### src/rtl/uart_stream_pkg.sv
// Shared types and helpers for the UART stream output path.
// State encoding, trailer byte and byte-count sizing used by the controller and serializer.
package uart_stream_pkg;

    typedef enum logic [2:0] {
        IDLE,
        RD,
        LATCH,
        SEND,
        WBSY,
        WIDLE,
        MARK,
        FIN
    } state_e;

    localparam logic [7:0] MARKER_BYTE = 8'hA5;

    function automatic int nbytes(input int width);
        return (width + 7) / 8;
    endfunction

    function automatic int cnt_width(input int n);
        return (n <= 1) ? 1 : $clog2(n);
    endfunction

endpackage

### src/rtl/word_byte_serializer.sv
// Holds one accelerator word and presents it a byte at a time, LSB first.
// The top byte is zero-padded when the word width is not a multiple of 8.
module word_byte_serializer
    import uart_stream_pkg::*;
#(
    parameter int ACC_DATA_WIDTH = 32
) (
    input  logic                      clk,
    input  logic                      rst,
    input  logic                      load,
    input  logic                      shift,
    input  logic [ACC_DATA_WIDTH-1:0] data_in,
    output logic [7:0]                byte_out,
    output logic                      last
);

    localparam int NB = nbytes(ACC_DATA_WIDTH);
    localparam int CW = cnt_width(NB);
    localparam int SW = NB * 8;

    logic [SW-1:0] shreg_q, shreg_d;
    logic [CW-1:0] cnt_q, cnt_d;

    always_comb begin
        shreg_d = shreg_q;
        cnt_d   = cnt_q;
        if (load) begin
            shreg_d                      = '0;
            shreg_d[ACC_DATA_WIDTH-1:0]  = data_in;
            cnt_d                        = '0;
        end else if (shift) begin
            shreg_d = shreg_q >> 8;
            cnt_d   = cnt_q + CW'(1);
        end
    end

    always_ff @(posedge clk) begin
        if (rst) begin
            shreg_q <= '0;
            cnt_q   <= '0;
        end else begin
            shreg_q <= shreg_d;
            cnt_q   <= cnt_d;
        end
    end

    assign byte_out = shreg_q[7:0];
    assign last     = (cnt_q == CW'(NB - 1));

endmodule

### src/rtl/uart_output_protocol_controller.sv
// Drains result words from the output FIFO and feeds them bytewise to the UART transmitter.
// Define OUT_DONE_MARKER_EN to append trailer byte 8'hA5 before done is raised.
module uart_output_protocol_controller
    import uart_stream_pkg::*;
#(
    parameter int ACC_DATA_WIDTH = 32
) (
    input  logic                      clk,
    input  logic                      rst,
    input  logic                      start,
    input  logic                      acc_done,
    input  logic                      fifo_empty,
    output logic                      fifo_re,
    input  logic [ACC_DATA_WIDTH-1:0] fifo_data,
    input  logic                      tx_bsy,
    output logic                      tx_send,
    output logic [7:0]                tx_data,
    output logic                      done
);

    state_e     state_q, state_d;
    logic [7:0] tx_data_q, tx_data_d;
    logic [7:0] byte_out, send_byte;
    logic       load, shift, last;
`ifdef OUT_DONE_MARKER_EN
    logic       marker_q, marker_d;
`endif

    word_byte_serializer #(
        .ACC_DATA_WIDTH(ACC_DATA_WIDTH)
    ) u_ser (
        .clk     (clk),
        .rst     (rst),
        .load    (load),
        .shift   (shift),
        .data_in (fifo_data),
        .byte_out(byte_out),
        .last    (last)
    );

    always_ff @(posedge clk) begin
        if (rst) begin
            state_q   <= IDLE;
            tx_data_q <= 8'h00;
`ifdef OUT_DONE_MARKER_EN
            marker_q  <= 1'b0;
`endif
        end else begin
            state_q   <= state_d;
            tx_data_q <= tx_data_d;
`ifdef OUT_DONE_MARKER_EN
            marker_q  <= marker_d;
`endif
        end
    end

    always_comb begin
        state_d   = state_q;
        tx_data_d = tx_data_q;
        load      = 1'b0;
        shift     = 1'b0;
        fifo_re   = 1'b0;
        tx_send   = 1'b0;
        send_byte = byte_out;
`ifdef OUT_DONE_MARKER_EN
        marker_d  = marker_q;
        if (marker_q) send_byte = MARKER_BYTE;
`endif
        case (state_q)
            IDLE: begin
                if (start && !fifo_empty) begin
                    state_d = RD;
                end else if (start && acc_done) begin
`ifdef OUT_DONE_MARKER_EN
                    state_d = MARK;
`else
                    state_d = FIN;
`endif
                end
            end
            RD: begin
                fifo_re = 1'b1;
                state_d = LATCH;
            end
            LATCH: begin
                load    = 1'b1;
                state_d = SEND;
            end
            SEND: begin
                if (!tx_bsy) begin
                    tx_send   = 1'b1;
                    tx_data_d = send_byte;
                    state_d   = WBSY;
                end
            end
            WBSY: begin
                if (tx_bsy) state_d = WIDLE;
            end
            WIDLE: begin
                if (!tx_bsy) begin
                    if (last) begin
                        state_d = IDLE;
                    end else begin
                        shift   = 1'b1;
                        state_d = SEND;
                    end
`ifdef OUT_DONE_MARKER_EN
                    // Trailer byte has no word behind it; finish instead of walking the serializer.
                    if (marker_q) begin
                        shift   = 1'b0;
                        state_d = FIN;
                    end
`endif
                end
            end
`ifdef OUT_DONE_MARKER_EN
            MARK: begin
                marker_d = 1'b1;
                state_d  = SEND;
            end
`endif
            FIN: state_d = FIN;
            default: state_d = IDLE;
        endcase
    end

    // Byte is valid during the send pulse and held afterwards until the next send.
    assign tx_data = (state_q == SEND) ? send_byte : tx_data_q;
    assign done    = (state_q == FIN);

endmodule

### config.mk
export PLATFORM = sky130hd
export DESIGN_NAME = uart_output_protocol_controller
export DESIGN_NICKNAME = d
export VERILOG_FILES = /design/src/rtl/uart_stream_pkg.sv /design/src/rtl/word_byte_serializer.sv /design/src/rtl/uart_output_protocol_controller.sv
export SDC_FILE = /design/constraint.sdc
export NUM_CORES = 1
export LEC_CHECK = 0
export CAP_MARGIN = 10
export CORE_ASPECT_RATIO = 0.8
export CORE_UTILIZATION = 48
export DETAILED_ROUTE_END_ITERATION = 6
export GPL_TIMING_DRIVEN = 0
export PLACE_DENSITY = 0.77
export SYNTH_ARGS = -nofsm -noshare
export SYNTH_HDL_FRONTEND = slang
export SYNTH_SLANG_ARGS = --single-unit
### constraint.sdc
create_clock -name clk -period 2.2 [get_ports clk]
set_input_delay 0.66 -clock clk [delete_from_list [all_inputs] [get_ports clk]]
set_output_delay 0.66 -clock clk [all_outputs]
set_load 0.005 [all_outputs]
Word-level counts from Yosys, hierarchy flattened
Cells that the tools add are included.
{ "word_totals": {"ff_bits": 45, "input_bits": 38, "out_inout_bits": 11, "word_cells": 42} }
{ "classes": {"add_sub_neg": 1, "eq_ne": 11, "n_mux": 17, "bitwise_logic": 1, "n_reduce_logical": 8} }
{ "ops": {"columns": ["operator", "n"], "rows": [
  ["two-way mux 32 bit", 2],
  ["one-hot mux 3 bit (7 select lines)", 1],
  ["two-way mux 3 bit", 5],
  ["equality test 3 bit, second input constant", 3],
  ["two-way mux 8 bit", 1],
  ["two-way mux 1 bit", 7],
  ["equality test 3 x 2 -> 1 bit, second input constant", 2],
  ["inequality test 2 bit, second input constant", 3],
  ["AND reduction 4 bit", 1],
  ["equality test 3 x 1 -> 1 bit, second input constant", 1],
  ["zero test 3 bit", 1],
  ["inequality test 3 bit, second input constant", 1],
  ["adder 2 x 1 -> 2 bit, second input constant", 1],
  ["equality test 2 bit, second input constant", 1],
  ["logical AND 1 bit", 2],
  ["two-way mux 2 bit", 1],
  ["AND reduction 2 bit", 1],
  ["nonzero test 2 bit", 1],
  ["OR reduction 2 bit", 1],
  ["zero test 1 bit", 1],
  ["NOT 1 bit", 1]
]} }

Depth between registers and ports, before layout
{ "logic_depth": {"depth_word": 6, "mapped_depth": 7, "ltp_nobuf": 5} }

Hierarchy
From an unflattened synthesis, not the netlist that was laid out.
{ "hier_totals": {"hier_cells": 253, "hier_area_um2": 2268.4} }
{ "by_module_without_submodules": {"columns": ["mod", "instances", "cells_per_inst", "area_each_um2", "seq_area_each_um2"], "rows": [
  ["word_byte_serializer", 1, 158, 1574.0, 680.7],
  ["uart_output_protocol_controller", 1, 95, 694.4, 220.2]
]} }

Least setup slack after synthesis
No wires, ideal clock.
{ "synth_timing": {"path_kind": "input to output", "from": "in tx_bsy", "to": "out tx_send", "t_arrival_ns": 1.201, "required_time_ns": 1.540, "path_slack_ns": 0.339, "cell_stages": 3, "n_path_buf": 1, "path_cell_list": "or2_2 > buf_2 > inv_2"} }
{ "synth_via": {"elab_chain_cells": 2} }
{ "synth_lines": {"columns": ["item", "line", "source"], "rows": [
  ["from (decl)", "uart_output_protocol_controller.sv:15", "input logic tx_bsy,"],
  ["two-way mux 1 bit", "uart_output_protocol_controller.sv:90", "if (!tx_bsy) begin"],
  ["two-way mux 1 bit", "uart_output_protocol_controller.sv:69", "case (state_q)"],
  ["to (decl)", "uart_output_protocol_controller.sv:16", "output logic tx_send,"]
]} }
Every way passes these cells.

Worst setup path after layout
{ "layout_timing": {"from": "reg state_q[0]", "to": "out tx_data[6]"} }
{ "layout_via": {"elab_chain_cells": 2} }
{ "layout_lines": {"columns": ["item", "line", "source"], "rows": [
  ["from (decl)", "uart_output_protocol_controller.sv:21", "state_e state_q, state_d;"],
  ["from (signal assigned)", "uart_output_protocol_controller.sv:49", "state_q <= state_d;"],
  ["equality test 3 x 2 -> 1 bit", "uart_output_protocol_controller.sv:128", "assign tx_data = (state_q == SEND) ? send_byte : tx_data_q;"],
  ["two-way mux 8 bit", "uart_output_protocol_controller.sv:128", null],
  ["to (decl)", "uart_output_protocol_controller.sv:17", "output logic [7:0] tx_data,"]
]} }
Every way passes these cells.

==> impl_metrics.yaml <==
worst_setup_path:
  cp_data_arrival_time_ns: 1.45
  path_max_fanout: 3
  start_kind: "flip-flop"
  critical_path_required_ns: 1.54
  end_kind: "output pin"
  reg2reg_depth: 6
  timing.rr.start: "state_q[1]"
  reg2reg_to: "u_ser.shreg_q[12]"
  r2r_slack_ns: 0.53
  crit_type: "flip-flop to output pin"
floorplanning:
  die_h_um: 61.6
  die_w_um: 76.4
  rows: 21
  dieArea_mm2: 0.00471
  io_pins: 49
  core_mm2: 0.00423
  start_util: 0.503
routing:
  wl_per_cell_um: 13.8
  remaining_drc_errors: 0
  post_drt_via_cell_ratio: 5.29
  drtIter0Drc: 214
  finalWirelength_um: 5550
  ant_nets: 0
  drt_pass1_iterations: 4
  via_count: 2122
outcome:
  status: "finished clean"
sta:
  fmax_ghz: 0.475
  slew_headroom: 0.627
  drv_slew: 0
  skew_ns: 0.00752
  timing.final.crit_share: 0.958
  hold_violations: 0
  post-route-min-period_ns: 2.11
  setup_viol: 0
  rsz0062_at_grt: "false"
  timing.final.ws_setup_ns: 0.0926
  tightest_slew_ns: 0.557
grt:
  grt_use_total: 0.247
  grt_max_degree: 15
  antenna_found_initial: 0
  grt_overflow: 0
  grt_pass1_wl_um: 8860
  grt_pass1_vias: 1816
hold_path:
  min_path_type: "flip-flop to flip-flop"
  hold_path_startpoint: "tx_data_q[1]"
  whs_endpoint: "tx_data_q[1]"
  hold_depth: 2
final_layout:
  final_nets: 382
  fin_area_mm2: 0.00292
  antenna_cells: 0
  area_delta_synth_final_pct: 37.2
  drive_gt1_frac: 0.163
clocking:
  cts_root_buf: "clkbuf_8"
  clk_latency_ns: 0.31
  clk_pin_slew_ns: 0.09
  cts_buffers: 5
  cts.path.max_buffers: 2
  tritoncts: "built"
  htree_num_levels: 2
  cts_sinks: 45
placed_design:
  place_ws_ns: -0.801
  gp_congestion: 0.751
  dpl-instance-area_mm2: 0.00268
  dp_hpwl_um: 3780
  port_buffers: 48
job:
  maxCapViolations: 0
power_and_ir_drop:
  clkPwrFrac: 0.211
  p_leak_nw: 1.15
  switchingPower_mw: 1.07
  ir_worst_vdd_v: 0.000531
  intPower_mw: 1.97
  combPwrFrac: 0.389
  switching_share: 0.351
  seqPwrFrac: 0.400
  power_density_mw_per_mm2: 1040
yosys:
  synthCells: 274
  synth.cell_area_mm2: 0.00213
  synth_cell_type_count: 35
  synth-seq-cells: 45
  synth_seq_area_share: 0.423
  synthesis.nets: 313
  ys_warn_count: 0
  synth_area_leader_cell: "dfxtp_1"
  post_synth.cell_area_avg_um2: 7.77
  ys_top_cells_by_area: "dfxtp_1 42%, nand2_1 17%, a311oi_1 9.9%"
  netlist.area_leader.share: 0.423
layout by cell type (no fill, tap or decap), types with 2 or more instances in the layout:
cell / netlist / layout
nor2b_1: 2 / 2
or3_1: 2 / 2
xnor2_1: 2 / 2
nand2b_1: 4 / 4
nand2_1: 99 / 98
dfxtp_4: 0 / 2
a311oi_1: 24 / 24
buf_2: 8 / 10
nor2_1: 25 / 24
mux2i_1: 2 / 2
clkdlybuf4s50_1: 0 / 36
nor3_1: 3 / 3
clkbuf_1: 6 / 7
dfxtp_1: 45 / 42
buf_4: 7 / 21
buf_6: 1 / 2
nand3_1: 8 / 8
clkbuf_8: 0 / 5
dlygate4sd2_1: 0 / 8
a21oi_1: 17 / 17
final cells by class:
class / count / area, um2
fill: 402 / 1310
multi-input combinational: 205 / 1110
sequential: 45 / 910
timing repair buffer: 65 / 594
buffer: 19 / 109
clock buffer: 6 / 72.6
tap: 57 / 71.3
clock inverter: 2 / 38.8
inverter: 2 / 12.5
cells in the mapped netlist:
cell	instances
and3_1	1
xnor2_1	2
nor2_1	25
a2111oi_0	1
clkbuf_1	6
inv_2	1
a2111oi_2	1
nor3b_1	1
nor3_4	1
ha_1	1
buf_6	1
nand3b_4	1
a21oi_2	1
nor4b_1	1
nand3b_1	1
a221oi_2	1
a221o_1	1
nand2b_1	4
nor2b_1	2
a311oi_1	24
nand3_1	8
buf_2	8
nand2_1	99
buf_4	7
nor3_1	3
a21oi_1	17
mux2i_1	2
dfxtp_1	45
or3_1	2
mux2_2	1
nand2b_4	1
or2_2	1
inv_1	1
nor3b_2	1
a311o_1	1
layer usage:
layer | up-vias | GRT usage | wire [um]
li1 | 1071 | - | -
met1 | 982 | 0.359 | 2750
met2 | 63 | 0.376 | 2460
met3 | 6 | 0.0459 | 282
met4 | 0 | 0.0742 | 61
met5 | - | 0 | 0
worst max path at each step:
stage | from | endpoint | slack [ns] | cells past startpoint
floorplan | tx_bsy | tx_send | 0.34 | 3
global placement | tx_bsy | tx_send | -0.80 | 5
detailed placement | tx_bsy | tx_send | -0.80 | 5
CTS | state_q[2] | tx_data[0] | -0.05 | 8
global route | state_q[0] | tx_data[0] | 0.03 | 8
finish | state_q[0] | tx_data[6] | 0.09 | 8
worst max-delay path, cell delays in order (launching register included):
cell and delay, ns:
dfxtp_2 0.37, nand2_4 0.06, nor2_4 0.14, buf_6 0.13, buf_4 0.11, buf_4 0.10, nand2_1 0.04, nand2_1 0.07
buf_2 0.11
state kept, by name (all words and copies together) (netlist names):
name,cells
u_ser.shreg_q,32
state_q,3
u_ser.cnt_q,2
tx_data_q,8
power groups by stage:
stage / clock [mW] / sequential [mW] / combinational, mW
after global routing: 0.683 / 1.25 / 1.30
final: 0.638 / 1.21 / 1.18
after CTS: 0.644 / 1.21 / 1.18
after detailed placement: 0 / 1.22 / 1.02
after global placement: 0 / 1.22 / 0.998
after floorplan: 0 / 1.17 / 0.745
what timing repair did:
item / 4_1_cts / 5_1_grt
cloned: 1 / 0
pin swaps: 2 / 2
endpoints found under the setup margin: 11 / 5
hold buffers: 0 / 0
resized for setup: 40 / 1
buffers inserted: 13 / 3
logic make-up after synthesis:
kind of cell,after synthesis,synth area share
AND/OR/NAND/NOR,152,0.315
AO/OA/AOI/OAI,47,0.170
flip-flops,45,0.423
buffers and inverters,24,0.0629
multiplexers,3,0.0147
XOR/XNOR,2,0.00823
adder cells (fa/ha/maj),1,0.00588
stage by stage:
step           instances  setup TNS [ns]   util  hold WS (ns)  power, mW
6_report             401               0  0.690         0.461       3.03
5_1_grt              401               0  0.690         0.483       3.23
4_1_cts              400         -0.0525  0.692         0.460       3.04
3_5_place_dp         379           -7.06  0.634         0.447       2.24
3_3_place_gp         379           -6.46  0.634         0.442       2.21
2_1_floorplan        274               0      -         0.437       1.92
Note: power is estimated with default switching activity, not from simulation.
